--- config.mk ---
export PLATFORM = sky130hd
export DESIGN_NAME = tt_um_jimktrains_vslc_eeprom_writer
export DESIGN_NICKNAME = d
export VERILOG_FILES = /design/src/rtl/tt_um_jimktrains_vslc_eeprom_writer.sv
export SDC_FILE = /design/constraint.sdc
export NUM_CORES = 1
export LEC_CHECK = 0
export ABC_CLOCK_PERIOD_IN_PS = 1800
export CORE_MARGIN = 1.5
export CORE_UTILIZATION = 47
export DETAILED_ROUTE_END_ITERATION = 16
export HOLD_SLACK_MARGIN = 0.15
export PLACE_DENSITY = 0.87
export SLEW_MARGIN = 25
export SYNTH_ARGS = -nofsm -noshare
export SYNTH_HDL_FRONTEND = slang
export SYNTH_SLANG_ARGS = --single-unit
export TNS_END_PERCENT = 1
--- constraint.sdc ---
create_clock -name clk -period 1.8 [get_ports clk]
set_input_delay 0.27 -clock clk [delete_from_list [all_inputs] [get_ports clk]]
set_output_delay 0.27 -clock clk [all_outputs]
set_load 0.03 [all_outputs]
--- src/rtl/tt_um_jimktrains_vslc_eeprom_writer.sv ---
// Single-byte writer for a 25xx-style SPI EEPROM (mode 0, 16-bit address).
// Sequence: WREN, CS gap, WRITE+addr+data, CS gap, RDSR, then status polling
// until WIP clears. The state, the bit counter and copi change on negedge clk,
// and cipo is sampled on posedge clk. clk also drives the EEPROM SCK.
// Optional macro EEPROM_WRITER_POLL_TIMEOUT_EN bounds polling to POLL_LIMIT
// status bytes. When the limit is hit it raises error.
module tt_um_jimktrains_vslc_eeprom_writer #(
   parameter int POLL_LIMIT = 255
) (
   input  logic        clk,
   input  logic        rst_n,
   input  logic        start,
   input  logic [15:0] address,
   input  logic [7:0]  data,
   input  logic        hold_n,
   input  logic        cipo,
   output logic        copi,
   output logic        chip_select_n,
   output logic        busy,
   output logic        done,
   output logic        error,
   output logic [7:0]  status_byte
);

   typedef enum logic [3:0] {
      IDLE, WREN, GAP1, WRITE, ADDR, DATA, GAP2, RDSR, STAT, DONE
   } state_t;

   localparam logic [7:0] OP_WREN  = 8'h06;
   localparam logic [7:0] OP_WRITE = 8'h02;
   localparam logic [7:0] OP_RDSR  = 8'h05;

   state_t      state, state_nxt;
   logic [3:0]  cnt, cnt_nxt;
   logic [15:0] addr_q;
   logic [7:0]  data_q;
   logic        accept;
   logic        timeout;

`ifdef EEPROM_WRITER_POLL_TIMEOUT_EN
   localparam int PW = $clog2(POLL_LIMIT + 1);
   logic [PW-1:0] poll_cnt;
   logic          err_q;

   // Give up when the byte that just finished reaches the limit and still shows WIP.
   assign timeout = (state == STAT) && (cnt == 4'd0) && status_byte[0] &&
                    ((int'(poll_cnt) + 1) >= POLL_LIMIT);
   assign error   = err_q;

   // Count completed status bytes while in STAT. Error is sticky until the next accepted start.
   always_ff @(negedge clk) begin
      if (!rst_n) begin
         poll_cnt <= '0;
         err_q    <= 1'b0;
      end else if (hold_n) begin
         if (accept)       err_q <= 1'b0;
         else if (timeout) err_q <= 1'b1;
         if (state != STAT)      poll_cnt <= '0;
         else if (cnt == 4'd0)   poll_cnt <= poll_cnt + 1'b1;
      end
   end
`else
   assign timeout = 1'b0;
   assign error   = 1'b0;
`endif

   // Register the state, the counter and the captured request on the SCK falling edge. Hold freezes them.
   always_ff @(negedge clk) begin
      if (!rst_n) begin
         state  <= IDLE;
         cnt    <= 4'd7;
         addr_q <= '0;
         data_q <= '0;
      end else if (hold_n) begin
         state <= state_nxt;
         cnt   <= cnt_nxt;
         if (accept) begin
            addr_q <= address;
            data_q <= data;
         end
      end
   end

   // Shift the status register in on the SCK rising edge, MSB first.
   always_ff @(posedge clk) begin
      if (!rst_n)
         status_byte <= '0;
      else if (hold_n && state == STAT)
         status_byte[cnt[2:0]] <= cipo;
   end

   // Compute the next state, the next counter value and the serial outputs for the current state.
   always_comb begin
      state_nxt     = state;
      cnt_nxt       = cnt;
      accept        = 1'b0;
      chip_select_n = 1'b1;
      copi          = 1'b0;
      busy          = (state != IDLE);
      done          = (state == DONE);
      case (state)
         IDLE: begin
            if (start) begin
               accept    = 1'b1;
               state_nxt = WREN;
               cnt_nxt   = 4'd7;
            end
         end
         WREN: begin
            chip_select_n = 1'b0;
            copi          = OP_WREN[cnt[2:0]];
            if (cnt == 4'd0) state_nxt = GAP1;
            else             cnt_nxt   = cnt - 4'd1;
         end
         GAP1: begin
            state_nxt = WRITE;
            cnt_nxt   = 4'd7;
         end
         WRITE: begin
            chip_select_n = 1'b0;
            copi          = OP_WRITE[cnt[2:0]];
            if (cnt == 4'd0) begin
               state_nxt = ADDR;
               cnt_nxt   = 4'd15;
            end else cnt_nxt = cnt - 4'd1;
         end
         ADDR: begin
            chip_select_n = 1'b0;
            copi          = addr_q[cnt];
            if (cnt == 4'd0) begin
               state_nxt = DATA;
               cnt_nxt   = 4'd7;
            end else cnt_nxt = cnt - 4'd1;
         end
         DATA: begin
            chip_select_n = 1'b0;
            copi          = data_q[cnt[2:0]];
            if (cnt == 4'd0) state_nxt = GAP2;
            else             cnt_nxt   = cnt - 4'd1;
         end
         GAP2: begin
            // CS high here commits the write inside the EEPROM.
            state_nxt = RDSR;
            cnt_nxt   = 4'd7;
         end
         RDSR: begin
            chip_select_n = 1'b0;
            copi          = OP_RDSR[cnt[2:0]];
            if (cnt == 4'd0) begin
               state_nxt = STAT;
               cnt_nxt   = 4'd7;
            end else cnt_nxt = cnt - 4'd1;
         end
         STAT: begin
            // CS stays low, so the EEPROM keeps streaming the status register.
            chip_select_n = 1'b0;
            if (cnt == 4'd0) begin
               if (!status_byte[0] || timeout) state_nxt = DONE;
               else                            cnt_nxt   = 4'd7;
            end else cnt_nxt = cnt - 4'd1;
         end
         DONE: begin
            state_nxt = IDLE;
            cnt_nxt   = 4'd7;
         end
         default: begin
            state_nxt = IDLE;
            cnt_nxt   = 4'd7;
         end
      endcase
   end

endmodule

==> impl_results.md <==
* Yosys Warn Count at 0
* CTS tree: built
* First-pass GRT wire length at ~11 mm
* Share of cells above drive strength 1 at between 20% and 30%
* # IOs at 42
* Routed len/inst at 16.3 microns
* Initial antenna violation count at 0
* CORE AREA at about 0.0044 sq mm
* Most common cell after layout, fill and taps aside: nand2_1
* Vias per Instance at roughly 5.7
* Total grt overflow at 0
* Die Wd at ~70 microns
* Ys flop type: dfxtp_1
* WP data required at approximately 1.5 ns
* Synth Net Count at 299
* Cells along the critical path: buf_4 > nand3_1 > o211ai_1 > o21ai_0 > o211ai_1 > nand4b_1 > o21ai_2 > buf_6
* Synth Instances at 269
* Proportion of synthesized chip area in sequential cells at approximately two fifths
* Worst Path Arrival at 2.84 ns
* Worst Setup End Kind: output pin
* Final Worst Setup Slack at -1.31 ns
* Hold depth at 2
* Initial DRC count at between 200 and 300
* Initial Util at between 40% and 50%
* Yosys cell types at 51
* Worst hold path class: flip-flop to flip-flop
* Vias in the first global route at between 2000 and 2500
* Setup repair after global routing missed its margin: true
* Post-synth ARST share at 0%
* Hold EP: data_q[4]
* Port Buf Inserts at 40
* Die footprint at 0.00510 sq mm
* Clock skew at about 0.11 ns
* VDD IR-drop max at ~0.60 mV
* CTS root buf: clkbuf_8
* R2R depth at 6
* Clock sinks at between 40 and 50
* Power Dens Cells at around 710 mW/mm^2
* Final Util at between 70% and 80%
* Worst-skew pair later-pin latency at ~0.42 ns
* Via count at about 2500
* Post-DRT Antenna Nets at 0
* CP max-delay cell: dfxtp_4
* Die H at 71.4 microns
* Min-Delay Startpoint: data_q[4]
* Reg-to-Reg Start: status_byte[0]
* H-tree Lvls at 2
* Slack of the worst reg-to-reg path at -0.91 ns
* Final nets at around 420
* Ant diodes at 0
* Avg Cell Area, Syn at a little over 8 sq um
* Routed WL at 7.14 mm
* CP max stage delay at 0.41 ns
* Hpwl dp at 4.24 mm
* Register bit total from synthesis at 43
* Setup CP Type: flip-flop to output pin
* TritonCTS Buffers at 5
* Initial DRT Pass Iterations at 5
* Most frequent CP cell: o211ai_1
* DRC at 0
* GRT Util Overall at around 27%
* Finished Cell Area at ~0.0034 sq mm
* Failing checks: setup timing
* Max FO, Critical Path at 6
* # rows at 24
* Largest net degree at the start of global routing at 25
* EDFF count, synth at 0
* DP Area at about 0.003 sq mm
* Leakage at 1.47 nW
* CTS Buffer Depth at 2
* Synth Cell Area at 0.00220 sq mm
* Syn-to-layout area delta at 54.6%
* Max Slew Vio Count at 0
* Clock-pin transition on the worst setup and hold timing paths at 0.11 ns
* Most frequent cells in the layout: 72 x nand2_1, 48 x buf_4, 39 x inv_1
* Final Setup Violations at 22
* Max-Cap Viols at 0
* Status: complete, but fails checks
* Routability Congestion at between 0.8 and 0.9
* Fin. Hold Viols at 0
* Worst setup SP type: flip-flop
* WHS at 0.452 ns
==> report_power, final <==
part / switching [mW] / internal [mW]
clock: 0.629 / 0.376
sequential: 0.0241 / 0.986
combinational: 0.194 / 0.204
total: 0.846 / 1.57
==> state kept, by name, indices dropped and copies added (netlist names), named ones only <==
signal       cells
addr_q          16
cnt              4
data_q           8
state            4
status_byte      8
==> routing by layer <==
metal	global-route usage, %	up-vias	part of all wire, %	routed length (microns)
met1	32.4	1163	40	2820
met3	7.17	28	6.9	491
met5	0	-	0	0
li1	-	1157	-	-
met4	14.0	0	3.2	229
met2	45.3	141	50	3600
==> cell type report <==
class | count | area (sq um)
Tap cell | 52 | 65.1
Sequential cell | 43 | 876
Multi-Input combinational cell | 200 | 1350
Clock inverter | 37 | 144
Clock buffer | 6 | 72.6
Timing Repair Buffer | 96 | 875
Fill cell | 273 | 1010
Inverter | 5 | 18.8
==> worst max path at each step <==
stage	from	to	slack, ns
2_1_floorplan	status_byte[0]	flip-flop	-0.84
3_3_place_gp	cnt[1]	copi	-0.90
3_5_place_dp	cnt[2]	copi	-0.97
4_1_cts	cnt[1]	copi	-1.21
5_1_grt	cnt[2]	copi	-1.35
6_report	cnt[2]	copi	-1.31
==> metrics by stage <==
stage	std cells	TNS (ns)	total power [mW]	setup WS, ns
2_1_floorplan	269	-17.25	1.33	-0.841
3_3_place_gp	393	-32.55	1.50	-0.902
3_5_place_dp	393	-33.44	1.51	-0.968
4_1_cts	435	-14.86	2.35	-1.21
5_1_grt	439	-16.64	2.54	-1.35
6_report	439	-15.60	2.41	-1.31
==> kinds of logic (layout without fill, tap and decap cells) <==
group | Yosys count | in the layout | share of synthesized area, %
compound gates | 62 | 62 | 21.6
xor+xnor | 1 | 1 | 0.398
fa+ha+maj | 1 | 1 | 0.569
buf+inv | 26 | 144 | 4.78
flops | 43 | 43 | 39.2
mux | 10 | 10 | 6.32
other cells | 1 | 1 | 0.171
simple gates | 125 | 125 | 27.0
==> worst max-delay path: cells and delay by family (launching register included) <==
kind | cells | cell delay, ns
compound gates | 4 | 0.57
simple gates | 2 | 0.23
flops | 1 | 0.41
buf+inv | 2 | 0.30
==> repair_timing <==
item                                   CTS  global route
hold buffers                             0             0
endpoints found under the hold margin    0             0
pin swaps                                5            10
setup endpoints to repair               47            47
buffers inserted                         0             4
resized for setup                       40            35
==> Yosys cell counts, types with 2 or more instances <==
cell type / n / area share, %
nand3_1: 11 / 2.5
o21ai_1: 3 / 0.68
nor3_2: 2 / 0.91
a31oi_1: 2 / 0.57
mux2i_1: 6 / 2.7
o211ai_1: 2 / 0.68
nand4b_1: 2 / 0.80
nor3b_1: 2 / 0.68
mux4_2: 2 / 2.0
nor3_1: 3 / 0.68
buf_1: 2 / 0.34
inv_1: 5 / 0.85
buf_2: 3 / 0.68
o21a_1: 2 / 0.68
a211oi_2: 2 / 1.1
o21ai_0: 3 / 0.68
a221oi_1: 2 / 0.80
nand2_1: 72 / 12
and3_1: 5 / 1.4
dfxtp_1: 43 / 39
nand3b_1: 2 / 0.68
nor2_1: 12 / 2.0
a21boi_0: 31 / 11
clkbuf_1: 14 / 2.4
a21oi_1: 6 / 1.4
nor2b_1: 5 / 1.4
No activity file was read; power rests on OpenSTA's default activity.
